--- src/rtl/alu_pkg.sv ---
// alu_pkg: op codes, FSM state encoding and legality helper shared by the ALU files
package alu_pkg;
  localparam logic [3:0] ALU_AND   = 4'b0000;
  localparam logic [3:0] ALU_OR    = 4'b0001;
  localparam logic [3:0] ALU_ADD   = 4'b0010;
  localparam logic [3:0] ALU_SUB   = 4'b0110;
  localparam logic [3:0] ALU_SLT   = 4'b0111;
  localparam logic [3:0] ALU_MULT  = 4'b1000;
  localparam logic [3:0] ALU_MULTU = 4'b1001;
  localparam logic [3:0] ALU_DIV   = 4'b1010;
  localparam logic [3:0] ALU_DIVU  = 4'b1011;
  localparam logic [3:0] ALU_MFHI  = 4'b1100;
  localparam logic [3:0] ALU_MFLO  = 4'b1101;
  localparam logic [3:0] ALU_SLTU  = 4'b1111;
  typedef enum logic [1:0] {ST_IDLE, ST_MUL, ST_DIV, ST_DONE} state_t;
  function automatic logic is_legal(input logic [3:0] c);
    return c inside {ALU_AND, ALU_OR, ALU_ADD, ALU_SUB, ALU_SLT, ALU_SLTU, ALU_MULT,
                     ALU_MULTU, ALU_DIV, ALU_DIVU, ALU_MFHI, ALU_MFLO};
  endfunction
endpackage

--- src/rtl/muldiv_iter.sv ---
// muldiv_iter: one-bit-per-cycle shift-add multiplier / restoring divider on magnitudes
// Ports: clk, rst (sync, active-high); start_i loads operands (is_div_i selects divide,
// sgn_i selects signed); done_o is high in the cycle of the last iteration, with
// hi_o/lo_o carrying the sign-corrected final {hi,lo} that the top latches on that edge.
module muldiv_iter import alu_pkg::*; #(
  parameter int WIDTH = 32
) (
  input  logic             clk,
  input  logic             rst,
  input  logic             start_i,
  input  logic             is_div_i,
  input  logic             sgn_i,
  input  logic [WIDTH-1:0] a_i,
  input  logic [WIDTH-1:0] b_i,
  output logic             done_o,
  output logic [WIDTH-1:0] hi_o,
  output logic [WIDTH-1:0] lo_o
);
  localparam int CNT_W = $clog2(WIDTH) + 1;
  logic               run_q, div_q, negp_q, negr_q;
  logic [CNT_W-1:0]   cnt_q;
  logic [WIDTH-1:0]   hi_q, lo_q, m_q, hi_d, lo_d, mag_a, mag_b;
  logic [WIDTH:0]     sum, rem_t;
  logic               ge;
  logic [2*WIDTH-1:0] prod;
  // hi_q is the running partial product (mul) or partial remainder (div);
  // lo_q shifts the multiplier out (mul) or the dividend out / quotient in (div)
  always_comb begin
    mag_a  = sgn_i && a_i[WIDTH-1] ? -a_i : a_i;
    mag_b  = sgn_i && b_i[WIDTH-1] ? -b_i : b_i;
    sum    = {1'b0, hi_q} + (lo_q[0] ? {1'b0, m_q} : '0);
    rem_t  = {hi_q, lo_q[WIDTH-1]};
    ge     = rem_t >= {1'b0, m_q};
    hi_d   = div_q ? (ge ? rem_t[WIDTH-1:0] - m_q : rem_t[WIDTH-1:0]) : sum[WIDTH:1];
    lo_d   = div_q ? {lo_q[WIDTH-2:0], ge} : {sum[0], lo_q[WIDTH-1:1]};
    prod   = negp_q ? -{hi_d, lo_d} : {hi_d, lo_d};
    hi_o   = div_q ? (negr_q ? -hi_d : hi_d) : prod[2*WIDTH-1:WIDTH];
    lo_o   = div_q ? (negp_q ? -lo_d : lo_d) : prod[WIDTH-1:0];
    done_o = run_q && cnt_q == '0;
  end
  always_ff @(posedge clk) begin
    if (rst) begin
      run_q  <= 1'b0;
      div_q  <= 1'b0;
      negp_q <= 1'b0;
      negr_q <= 1'b0;
      cnt_q  <= '0;
      hi_q   <= '0;
      lo_q   <= '0;
      m_q    <= '0;
    end else if (start_i) begin
      run_q  <= 1'b1;
      div_q  <= is_div_i;
      negp_q <= sgn_i & (a_i[WIDTH-1] ^ b_i[WIDTH-1]);
      negr_q <= sgn_i & a_i[WIDTH-1];
      cnt_q  <= CNT_W'(WIDTH - 1);
      hi_q   <= '0;
      lo_q   <= is_div_i ? mag_a : mag_b;
      m_q    <= is_div_i ? mag_b : mag_a;
    end else if (run_q) begin
      run_q  <= cnt_q != '0;
      cnt_q  <= cnt_q - CNT_W'(1);
      hi_q   <= hi_d;
      lo_q   <= lo_d;
    end
  end
endmodule

--- src/rtl/alu_muldiv.sv ---
// alu_muldiv: registered single-cycle ALU plus iterative mul/div writing HI/LO
// Ports: clk, rst (sync, active-high); valid_in/control/a/b request, accepted when
// ready_out is high; valid_out pulses with result, zero, hi, lo, div_by_zero, illegal_op.
// Define ALU_OVERFLOW_EN to add the overflow output for signed add/sub.
module alu_muldiv import alu_pkg::*; #(
  parameter int WIDTH = 32
) (
  input  logic             clk,
  input  logic             rst,
  input  logic             valid_in,
  input  logic [3:0]       control,
  input  logic [WIDTH-1:0] a,
  input  logic [WIDTH-1:0] b,
  output logic             ready_out,
  output logic             valid_out,
  output logic [WIDTH-1:0] result,
  output logic             zero,
  output logic [WIDTH-1:0] hi,
  output logic [WIDTH-1:0] lo,
`ifdef ALU_OVERFLOW_EN
  output logic             overflow,
`endif
  output logic             div_by_zero,
  output logic             illegal_op
);
  state_t           state_q, state_d;
  logic [WIDTH-1:0] result_q, hi_q, lo_q, sc_res, it_hi, it_lo;
  logic             valid_q, dbz_q, ill_q, accept, is_mul, is_dv, b_zero, start, it_done;
  always_comb begin
    accept = valid_in && state_q == ST_IDLE;
    is_mul = control == ALU_MULT || control == ALU_MULTU;
    is_dv  = control == ALU_DIV || control == ALU_DIVU;
    b_zero = b == '0;
    start  = accept && (is_mul || (is_dv && !b_zero));
    sc_res = control == ALU_ADD  ? a + b :
             control == ALU_SUB  ? a - b :
             control == ALU_AND  ? a & b :
             control == ALU_OR   ? a | b :
             control == ALU_SLT  ? {{(WIDTH-1){1'b0}}, $signed(a) < $signed(b)} :
             control == ALU_SLTU ? {{(WIDTH-1){1'b0}}, a < b} :
             control == ALU_MFHI ? hi_q :
             control == ALU_MFLO ? lo_q : '0;
  end
  muldiv_iter #(.WIDTH(WIDTH)) u_iter (
    .clk(clk), .rst(rst), .start_i(start), .is_div_i(is_dv),
    .sgn_i(control == ALU_MULT || control == ALU_DIV), .a_i(a), .b_i(b),
    .done_o(it_done), .hi_o(it_hi), .lo_o(it_lo)
  );
  always_ff @(posedge clk) begin
    if (rst) state_q <= ST_IDLE;
    else     state_q <= state_d;
  end
  // divide by zero skips the iterations and goes straight to DONE
  always_comb begin
    state_d = state_q == ST_IDLE ? (!accept ? ST_IDLE : is_mul ? ST_MUL :
                                    !is_dv ? ST_IDLE : b_zero ? ST_DONE : ST_DIV) :
              state_q == ST_DONE ? ST_IDLE : it_done ? ST_DONE : state_q;
  end
  always_comb begin
    ready_out   = state_q == ST_IDLE;
    valid_out   = valid_q;
    result      = result_q;
    zero        = valid_q && result_q == '0;
    hi          = hi_q;
    lo          = lo_q;
    div_by_zero = dbz_q;
    illegal_op  = ill_q;
  end
  always_ff @(posedge clk) begin
    if (rst) begin
      result_q <= '0;
      hi_q     <= '0;
      lo_q     <= '0;
      valid_q  <= 1'b0;
      dbz_q    <= 1'b0;
      ill_q    <= 1'b0;
    end else begin
      valid_q <= 1'b0;
      dbz_q   <= 1'b0;
      ill_q   <= 1'b0;
      if (accept && !is_mul && !is_dv) begin
        valid_q  <= 1'b1;
        result_q <= sc_res;
        ill_q    <= !is_legal(control);
      end else if (accept && is_dv && b_zero) begin
        valid_q  <= 1'b1;
        dbz_q    <= 1'b1;
        result_q <= '1;
        lo_q     <= '1;
        hi_q     <= a;
      end else if (it_done) begin
        valid_q  <= 1'b1;
        result_q <= it_lo;
        lo_q     <= it_lo;
        hi_q     <= it_hi;
      end
    end
  end
`ifdef ALU_OVERFLOW_EN
  logic ovf_q;
  always_ff @(posedge clk) begin
    if (rst) ovf_q <= 1'b0;
    else ovf_q <= accept && (control == ALU_ADD ?
                    a[WIDTH-1] == b[WIDTH-1] && sc_res[WIDTH-1] != a[WIDTH-1] :
                  control == ALU_SUB ?
                    a[WIDTH-1] != b[WIDTH-1] && sc_res[WIDTH-1] != a[WIDTH-1] : 1'b0);
  end
  assign overflow = ovf_q;
`endif
endmodule

--- config.mk ---
export PLATFORM = sky130hd
export DESIGN_NAME = alu_muldiv
export DESIGN_NICKNAME = d
export VERILOG_FILES = /design/src/rtl/alu_pkg.sv /design/src/rtl/muldiv_iter.sv /design/src/rtl/alu_muldiv.sv
export SDC_FILE = /design/constraint.sdc
export NUM_CORES = 1
export LEC_CHECK = 0
export ABC_CLOCK_PERIOD_IN_PS = 7700
export CAP_MARGIN = 20
export CORE_UTILIZATION = 30
export CTS_BUF_LIST = sky130_fd_sc_hd__clkbuf_4
export DETAILED_ROUTE_END_ITERATION = 10
export PLACE_DENSITY_LB_ADDON = 0.15
export SLEW_MARGIN = 40
export SYNTH_ARGS = -nofsm -noshare
export SYNTH_HDL_FRONTEND = slang
export SYNTH_SLANG_ARGS = --single-unit
export TNS_END_PERCENT = 10
--- constraint.sdc ---
create_clock -name clk -period 7.7 [get_ports clk]
set_input_delay 0.77 -clock clk [delete_from_list [all_inputs] [get_ports clk]]
set_output_delay 0.77 -clock clk [all_outputs]
set_load 0.005 [all_outputs]
Word-level counts from Yosys, hierarchy flattened
Index checks and enable logic that the tools add are counted.

$add $sub $neg: 10. $mul: 0. Div/mod/pow operators: 0. Magnitude comparators: 3. Equality and inequality tests: 12. Shift-type cells: 0. Mux-type cells: 43. Bitwise gates (word level): 6. Reduce and logical (&&, ||, !) cells: 34.

Operators with widths (count): $mux 32 (27); $neg 32->32 (4); $logic_not 32->1 (2); $lt 32x32->1 (2); $mux 64 (1); $neg 64->64 (1); $sub 32x32->32 (2); $add 32x33->33 (1); $ge 33x32->1 (1); $add 32x32->32 (1); $and 32x32->32 (1); $or 32x32->32 (1); $eq 4x4->1 const B (7); $mux 2 (6); $reduce_bool 12->1 (1); $logic_and 1x1->1 (11); $mux 5 (2); $eq 4x3->1 const B (2); $mux 1 (7); $logic_not 6->1 (1); $reduce_bool 3->1 (2); $reduce_bool 6->1 (1); $reduce_or 2->1 (3); $sub 6x1->6 const B (1); 12 further kinds (20).

Register bits: 207. Bits in latches: 0. Bits in writable memories: 0. Memory bits (read-only): 0. Input port bits: 71. Output and inout port bits: 101. Word-level logic and storage cells: 124. Memories kept: 0.

Depth between registers and ports, before layout
Gate-level depths: netlist of run 1.

Depth in word-level cells: 10. Depth in mapped cells: 19. Gate-level depth less buffers: 17.

Modules after synthesis
A second synthesis of run 1 with hierarchy kept.

Cell total of the unflattened synthesis: 3211. Area, all modules: 22881.9 µm².

By module, submodules not included: muldiv_iter (times used 1, cells an instance 1899, area an instance 13192.7 µm², seq. area each 2122.0 µm²); alu_muldiv (times used 1, cells an instance 1312, area an instance 9689.3 µm², seq. area each 2021.9 µm²).

Worst setup path before layout of run 1
Ideal clock, no wire load.

Path kind: register to register. From: reg u_iter.lo_q[0]. To: reg hi_q[29] (netlist: hi[29]). Library setup time: 0.062 ns. Arrival time: 4.296 ns. Required time: 7.638 ns. Path slack: 3.342 ns. Cell stages (with the launch flop): 20. Buffers on the path: 3. Clock period less this slack: 4.358 ns. Cells stage by stage: dfxtp_1 -> clkbuf_1 -> clkbuf_1 -> and2_1 -> ha_1 -> inv_1 -> fa_1 -> nand2b_1 -> a21oi_1 -> o2111ai_1 -> and3_1 -> nand2b_1 -> xnor2_1 -> a211oi_4 -> and3_1 -> buf_4 -> nand4_2 -> or4b_4 -> or4_1 -> nand3_1.

Word-level cells in the longest chain between the ends: 8. Elaborated cells between the ends (all ways): 11.

RTL lines: start, declared (RTL line muldiv_iter.sv:22) `logic [WIDTH-1:0] hi_q, lo_q, m_q, hi_d, lo_d, mag_a, mag_b;`; start signal, assigned (RTL line muldiv_iter.sv:58) `lo_q <= is_div_i ? mag_a : mag_b;`; start signal, assigned (RTL line muldiv_iter.sv:64) `lo_q <= lo_d;`; $mux 32 (RTL line muldiv_iter.sv:31) `sum = {1'b0, hi_q} + (lo_q[0] ? {1'b0, m_q} : '0);`; $add 32x33->33 (RTL line muldiv_iter.sv:31); $mux 32 (on tied branches) (RTL line muldiv_iter.sv:35, muldiv_iter.sv:34); $neg 64->64 / $neg 32->32 (equally long branches) (RTL line muldiv_iter.sv:36, muldiv_iter.sv:37); $mux 64 / $mux 32 (equally long branches) (RTL line muldiv_iter.sv:36, muldiv_iter.sv:37); $mux 32 * (RTL line muldiv_iter.sv:37) `hi_o = div_q ? (negr_q ? -hi_d : hi_d) : prod[2*WIDTH-1:WIDTH];`; $mux 32 * (RTL line alu_muldiv.sv:91) `end else if (it_done) begin`; $mux 32 * (RTL line alu_muldiv.sv:85) `end else if (accept && is_dv && b_zero) begin`; end signal, assigned (RTL line alu_muldiv.sv:95) `hi_q <= it_hi;`; end, declared (RTL line alu_muldiv.sv:27) `logic [WIDTH-1:0] result_q, hi_q, lo_q, sc_res, it_hi, it_lo;`.

Every way passes the cells marked *; elsewhere a longest branch is shown, timed or not. The select of a mux whose other input is x is not followed. A chain may end at the register's enable or synchronous reset.

Worst setup path after layout of run 1
From: reg u_iter.m_q[20]. To: reg hi_q[30] (netlist: hi[30]).

Word-level cells in the longest chain between the ends: 8. Elaborated cells between the ends (all ways): 14.

RTL lines: start, declared (RTL line muldiv_iter.sv:22); start signal, assigned (RTL line muldiv_iter.sv:59) `m_q <= is_div_i ? mag_b : mag_a;`; $mux 32 (tied with other cells) (RTL line muldiv_iter.sv:31); $add 32x33->33 / $mux 32 (equally long branches) (RTL line muldiv_iter.sv:31, muldiv_iter.sv:34); $mux 32 (RTL line muldiv_iter.sv:34) `hi_d = div_q ? (ge ? rem_t[WIDTH-1:0] - m_q : rem_t[WIDTH-1:0]) : sum[WIDTH:1];`; $neg 64->64 / $neg 32->32 (equally long branches) (RTL line muldiv_iter.sv:36, muldiv_iter.sv:37); $mux 64 / $mux 32 (equally long branches) (RTL line muldiv_iter.sv:36, muldiv_iter.sv:37); $mux 32 * (RTL line muldiv_iter.sv:37); $mux 32 * (RTL line alu_muldiv.sv:91); $mux 32 * (RTL line alu_muldiv.sv:85).

Marked as above.

==> impl_metrics.py, run 1 <==
metrics = {
    "placed_design": {
        "numPortBuffers": 171,
        "hpwl_um": 89300,
        "place.gp.congestion": 1.00,
    },
    "detailed_routing": {
        "drt_iter0_drc": 3054,
        "postRouteAntennaNets": 0,
        "viasPerCell": 6.02,
        "wl_per_cell_um": 27.4,
        "num_vias": 25400,
        "drt_first_pass_iters": 6,
        "drc_errors": 0,
        "drt-total-wl_um": 115000,
    },
    "yosys": {
        "syn_area_um2": 21900,
        "synth_nets": 3344,
        "synth_top_family_by_area": "compound AO/OA/AOI/OAI gates",
        "ys_seq_area_frac": 0.189,
        "netlist_instances": 3105,
        "syn_area_per_cell_um2": 7.06,
        "ys.flop_type": "dfxtp_1",
        "synth_compound_area_frac": 0.308,
        "yosysWarnings": 0,
        "yosys.area_share.simple": 0.229,
        "synth_cell_types": 107,
        "yosys_register_bits": 207,
        "synth.area.mux_share": 0.0353,
        "synth_xor_area_frac": 0.0755,
        "synth_adder_area_share": 0.0973,
        "synth_edf_count": 0,
        "async_flop_share": 0,
    },
    "grt": {
        "grt_max_degree": 72,
        "grt_pass1_vias": 24100,
        "grt_antenna_before_repair": 5,
        "grt_usage": 0.302,
        "grt_overflow": 0,
        "grt_pass1_wl_um": 167000,
    },
    "worst_setup_path": {
        "r2r_setup_slack_ns": 2.10,
        "cpMaxStageDelayCell": "a21oi_4",
        "cp.arrival_ns": 6.35,
        "r2r_cells": 14,
        "crit_family": "compound AO/OA/AOI/OAI gates",
        "crit_path_frequent_cell": "mux2i_1",
        "worst_ep_required_time_ns": 8.45,
        "cpPeakStageDelay_ns": 0.69,
        "crit_buf_inv": 1,
        "reg2reg_to": "hi[30]$_SDFFE_PP0P_",
        "path_cells": "inv_1, ha_1, a21oi_1, o21ai_2, a2111oi_4, o211ai_2, a21oi_4, o41ai_1, mux2i_1, nand4_1, or3b_1, nor4b_1, mux2i_1, a31oi_1",
        "startpoint": "u_iter.m_q[20]$_SDFFE_PP0P_",
        "path_depth": 14,
        "worst_setup_path_end_kind": "flop",
        "r2r-start": "u_iter.m_q[20]$_SDFFE_PP0P_",
        "crit_fanout": 24,
        "crit_path_start_kind": "flop",
        "cp-endpoint": "hi[30]$_SDFFE_PP0P_",
        "crit_type": "reg2reg",
    },
    "pwr": {
        "power_leakage_nw": 9.66,
        "total_power_w": 0.00410,
        "powerDensity_nw_per_um2": 161,
        "peakVddDrop_v": 0.0000923,
    },
    "sta": {
        "min_period_ns": 5.60,
        "finalSetupViolations": 0,
        "max_freq_mhz": 179,
        "hold_violations": 0,
        "skew_ns": 0.103,
        "max_slew_margin": 0.376,
        "fin_tns_setup_ns": 0,
        "drv_slew": 0,
        "worstMarginPinSlew_ns": 0.929,
        "rsz0062_at_grt": "no",
        "period_share": 0.727,
    },
    "cts": {
        "cts_resized": 0,
        "h-tree-depth": 3,
        "hold_buffers": 0,
        "cts-root-buf": "clkbuf_4",
        "cts_buffer_depth": 3,
        "cts_setup_buffers": 0,
        "insertion_delay_ns": 0.92,
        "cts_sinks": 207,
        "cts_buffers": 74,
        "clkTransAtPathRegs_ns": 0.06,
        "cts_tree": "built",
    },
    "die": {
        "core_area_um2": 71900,
        "die-area_um2": 74200,
        "std_cell_rows": 98,
        "fp.dieH_um": 272,
        "initial_utilization": 0.305,
        "pin_count": 172,
        "die_w_um": 272,
    },
    "run": {
        "maxCapViolCount": 0,
    },
    "layout": {
        "syn_to_final_growth_pct": 16.4,
        "fin_nets": 3454,
        "drive_gt1_frac": 0.0771,
    },
    "run_status": {
        "status": "completed",
    },
    "hold_path": {
        "worstHoldPathType": "in2reg",
    },
}
routing by layer:
layer / wire length [um] / track usage / up-vias
li1: - / - / 11500
met1: 51200 / 0.413 / 12300
met2: 50000 / 0.466 / 1235
met3: 9400 / 0.0562 / 266
met4: 4760 / 0.114 / 0
met5: 0 / 0 / -
placed cells by master, fill, tap and decap left out, drive strengths merged, types with 148 or more instances in the layout:
master         synthesis  layout
dfxtp                207     207
inv                  174     178
nor2                 278     278
nand2                398     398
o21ai                181     181
ha                   164     164
clkdlybuf4s50          0     169
xnor2                148     148
a21oi                319     319
area by class of cell:
cell class	count	area, um2
timing repair buffer	223	2110
multi-input combinational	2534	16500
antenna	9	22.5
sequential	207	4150
inverter	175	657
fill	7884	46300
clock buffer	104	781
tap	950	1190
clock inverter	14	105
cells in the mapped netlist (30+ instances only):
| library cell | count | area (um2) |
|---|---|---|
| o211ai_1 | 102 | 766 |
| clkbuf_1 | 149 | 559 |
| nor2_1 | 277 | 1040 |
| nand4_1 | 30 | 188 |
| a21o_1 | 32 | 240 |
| a221oi_1 | 34 | 298 |
| ha_1 | 164 | 2050 |
| a211oi_1 | 43 | 323 |
| inv_1 | 174 | 653 |
| nand3_1 | 77 | 385 |
| a21oi_1 | 311 | 1560 |
| xor2_1 | 41 | 359 |
| nor3_1 | 76 | 380 |
| nor4_1 | 34 | 213 |
| nand2_1 | 398 | 1490 |
| dfxtp_1 | 207 | 4140 |
| and2_1 | 42 | 263 |
| o21ai_0 | 171 | 856 |
| a31oi_1 | 53 | 332 |
| mux2i_1 | 68 | 681 |
| xnor2_1 | 148 | 1300 |
sequential cells by signal, summed over array words and instances, names as in the netlist, 2 cells and up:
name          count
hi               32
lo               32
result           32
u_iter.cnt_q      6
u_iter.hi_q      32
u_iter.lo_q      32
u_iter.m_q       32
state_q           2
power breakdown:
part | switching [W] | total [W] | internal (W) | leakage [nW]
combinational | 0.00106 | 0.00160 | 0.000547 | 7.44
sequential | 0.0000680 | 0.00118 | 0.00111 | 1.68
clock | 0.000634 | 0.00131 | 0.000676 | 0.536
worst min-delay path by stage:
| stage | start | end | slack (ns) | cells past startpoint |
|---|---|---|---|---|
| 3_3_place_gp | u_iter.m_q[14]$_SDFFE_PP0P_ | u_iter.m_q[14]$_SDFFE_PP0P_ | 0.46 | 2 |
| 5_1_grt | rst | u_iter.m_q[20]$_SDFFE_PP0P_ | 0.24 | 2 |
| 4_1_cts | rst | u_iter.m_q[19]$_SDFFE_PP0P_ | 0.22 | 2 |
| 3_5_place_dp | u_iter.m_q[14]$_SDFFE_PP0P_ | u_iter.m_q[14]$_SDFFE_PP0P_ | 0.46 | 2 |
| 6_report | rst | u_iter.m_q[20]$_SDFFE_PP0P_ | 0.28 | 2 |
| 2_1_floorplan | u_iter.m_q[10]$_SDFFE_PP0P_ | u_iter.m_q[10]$_SDFFE_PP0P_ | 0.44 | 2 |
metrics by stage:
step | worst slack [ns] | utilization | cells | area [um2] | hold WS (ns)
3_5_place_dp | 1.95 | 0.342 | 4088 | 24600 | 0.459
6_report | 2.10 | 0.355 | 4216 | 25500 | 0.285
3_3_place_gp | 2.02 | 0.341 | 4088 | 24500 | 0.456
4_1_cts | 2.22 | 0.354 | 4206 | 25500 | 0.224
2_1_floorplan | 3.34 | - | 3105 | 21900 | 0.440
5_1_grt | 1.78 | 0.355 | 4213 | 25500 | 0.241
logic make-up after synthesis:
| logic type | Yosys count |
|---|---|
| XOR/XNOR | 189 |
| flip-flops | 207 |
| buffers and inverters | 364 |
| multiplexers | 75 |
| AO/OA/AOI/OAI | 1018 |
| adder cells (fa/ha/maj) | 168 |
| AND/OR/NAND/NOR | 1084 |
(Power assumes the default switching activity.)
==> run 2, diff against run 1 <==
--- a/config.mk
+++ b/config.mk
@@ -5,7 +5,7 @@
 export SDC_FILE = /design/constraint.sdc
 export NUM_CORES = 1
 export LEC_CHECK = 0
-export ABC_CLOCK_PERIOD_IN_PS = 7700
+export ABC_CLOCK_PERIOD_IN_PS = 5800
 export CAP_MARGIN = 20
 export CORE_UTILIZATION = 30
 export CTS_BUF_LIST = sky130_fd_sc_hd__clkbuf_4
==> constraint.sdc (replaced) <==
create_clock -name clk -period 5.8 [get_ports clk]
set_input_delay 0.58 -clock clk [delete_from_list [all_inputs] [get_ports clk]]
set_output_delay 0.58 -clock clk [all_outputs]
set_load 0.005 [all_outputs]
==> run 2 against run 1 <==
  * Critical endpoint is now hi[29]$_SDFFE_PP0P_
  * Final area rose by 1.1%
  * Largest power group unchanged
  * Via count grew 0.25%
  * Critical path depth up 1
  * Hold slack got worse by 0.20 ns
  * Die area is the same
  * Critical path type unchanged
  * Highest routed layer is now met5
  * Maximum frequency rose by 11%
==> impl_metrics.py, run 2 (synthesis gave the netlist of run 1 again) <==
metrics = {
    "pwr": {
        "combPwrFrac": 0.399,
        "total_power_w": 0.00545,
        "powerDensity_nw_per_um2": 211,
        "p_sw_frac": 0.431,
        "seqPwrFrac": 0.288,
        "switchingPower_w": 0.00235,
        "peakVddDrop_v": 0.000107,
        "pwr-share-clk": 0.313,
        "internal-power_w": 0.00310,
        "power_leakage_nw": 9.84,
    },
    "worst_setup_path": {
        "r2r-start": "u_iter.hi_q[20]$_SDFFE_PP0P_",
        "r2r_cells": 15,
        "crit_family": "simple AND/OR/NAND/NOR gates",
        "cpPeakStageDelay_ns": 0.54,
        "crit_fanout": 13,
        "path_depth": 15,
        "crit_buf_inv": 2,
        "worst_setup_path_end_kind": "flop",
        "r2r_setup_slack_ns": 0.76,
        "worst_ep_required_time_ns": 6.52,
        "cp.arrival_ns": 5.77,
        "cpMaxStageDelayCell": "or4b_4",
        "reg2reg_to": "hi[29]$_SDFFE_PP0P_",
        "crit_type": "reg2reg",
        "crit_path_start_kind": "flop",
        "path_cells": "ha_1, nand4_2, nor4_2, a2111oi_4, o211ai_2, a21oi_4, buf_4, nor4_1, a211oi_4, buf_4, and3_1, nand4_2, or4b_4, or4_1, nand3_1",
    },
    "die": {
        "fp.dieH_um": 272,
        "core_area_um2": 71900,
        "die_w_um": 272,
        "pin_count": 172,
        "die-area_um2": 74200,
        "initial_utilization": 0.305,
        "std_cell_rows": 98,
    },
    "cts": {
        "hold_buffers": 0,
        "cts_buffer_depth": 3,
        "h-tree-depth": 3,
        "cts-root-buf": "clkbuf_4",
        "cts_sinks": 207,
        "cts_buffers": 72,
        "cts_resized": 0,
        "cts_setup_buffers": 0,
        "cts_tree": "built",
        "insertion_delay_ns": 0.86,
        "clkTransAtPathRegs_ns": 0.07,
    },
    "sta": {
        "period_share": 0.869,
        "worstMarginPinSlew_ns": 0.896,
        "max_slew_margin": 0.401,
        "rsz0062_at_grt": "no",
        "max_freq_mhz": 198,
        "skew_ns": 0.0896,
        "hold_violations": 0,
        "min_period_ns": 5.04,
        "fin_hold_ws_ns": 0.0881,
        "drv_slew": 0,
        "fin_tns_setup_ns": 0,
        "finalSetupViolations": 0,
    },
    "detailed_routing": {
        "drt_first_pass_iters": 6,
        "wl_per_cell_um": 27.5,
        "drt-total-wl_um": 117000,
        "drt_iter0_drc": 2812,
        "drc_errors": 0,
        "num_vias": 25400,
        "postRouteAntennaNets": 0,
        "viasPerCell": 5.99,
    },
    "grt": {
        "grt_antenna_before_repair": 5,
        "grt_pass1_vias": 24000,
        "grt_overflow": 0,
        "grt_usage": 0.306,
        "grt_max_degree": 92,
        "grt_pass1_wl_um": 169000,
    },
    "layout": {
        "fin_nets": 3494,
        "fillers": 7831,
        "mostFrequentLayoutCell": "nand2_1",
        "drive_gt1_frac": 0.0873,
        "syn_to_final_growth_pct": 17.7,
        "most-common-layout-cells": "nand2_1 (395), a21oi_1 (310), nor2_1 (273)",
        "final-seq-area_um2": 4150,
        "multiInputGateArea_um2": 16500,
    },
    "placed_design": {
        "place.gp.congestion": 0.979,
        "numPortBuffers": 171,
        "hpwl_um": 91300,
    },
    "hold_path": {
        "holdPathEnd": "state_q[1]$_SDFFE_PP0P_",
        "min_from": "rst",
        "min_path_cells": 2,
        "worstHoldPathType": "in2reg",
    },
    "run": {
        "maxCapViolCount": 0,
    },
    "run_status": {
        "status": "completed",
    },
}
-- run 2: power by group through the flow --
stage | clock (W) | combinational, W | sequential (W)
after floorplan | 0 | 0.00139 | 0.00155
final | 0.00171 | 0.00218 | 0.00157
after global placement | 0 | 0.00211 | 0.00160
after detailed placement | 0 | 0.00211 | 0.00160
after global routing | 0.00182 | 0.00233 | 0.00157
after CTS | 0.00176 | 0.00213 | 0.00157
-- run 2: final cells by class --
cell class / instances / area share
diodes: 1 / 0.0000970
clock inverters: 19 / 0.00514
clock buffers: 98 / 0.0285
repair buffers: 265 / 0.0946
flip-flops and latches: 207 / 0.161
inverters: 175 / 0.0255
well taps: 950 / 0.0461
multi-input cells: 2534 / 0.639
-- run 2: through the flow --
step	cell area [um2]	utilization	cells	worst slack (ns)
after floorplan	21900	-	3105	1.44
after CTS	25800	0.359	4248	0.626
after detailed placement	24900	0.347	4131	0.533
after global placement	24800	0.345	4127	0.529
final	25800	0.359	4249	0.758
after global routing	25800	0.359	4249	0.494
-- run 2: per-layer routing --
| metal | track usage | wire [um] | vias up |
|---|---|---|---|
| met3 | 0.0601 | 9690 | 232 |
| met5 | 0 | 36 | - |
| li1 | - | - | 11600 |
| met4 | 0.135 | 5170 | 6 |
| met2 | 0.459 | 50200 | 1160 |
| met1 | 0.422 | 51700 | 12400 |
-- run 2: worst max-delay path by stage --
stage,slack [ns],end,startpoint
finish,0.76,hi[29]$_SDFFE_PP0P_,u_iter.hi_q[20]$_SDFFE_PP0P_
floorplan,1.44,hi[29]$_SDFFE_PP0P_,u_iter.lo_q[0]$_SDFFE_PP0P_
CTS,0.63,hi[29]$_SDFFE_PP0P_,u_iter.m_q[21]$_SDFFE_PP0P_
detailed placement,0.53,result[0]$_SDFFE_PP0P_,b[0]
global placement,0.53,result[0]$_SDFFE_PP0P_,b[2]
global route,0.49,hi[29]$_SDFFE_PP0P_,u_iter.m_q[26]$_SDFFE_PP0P_
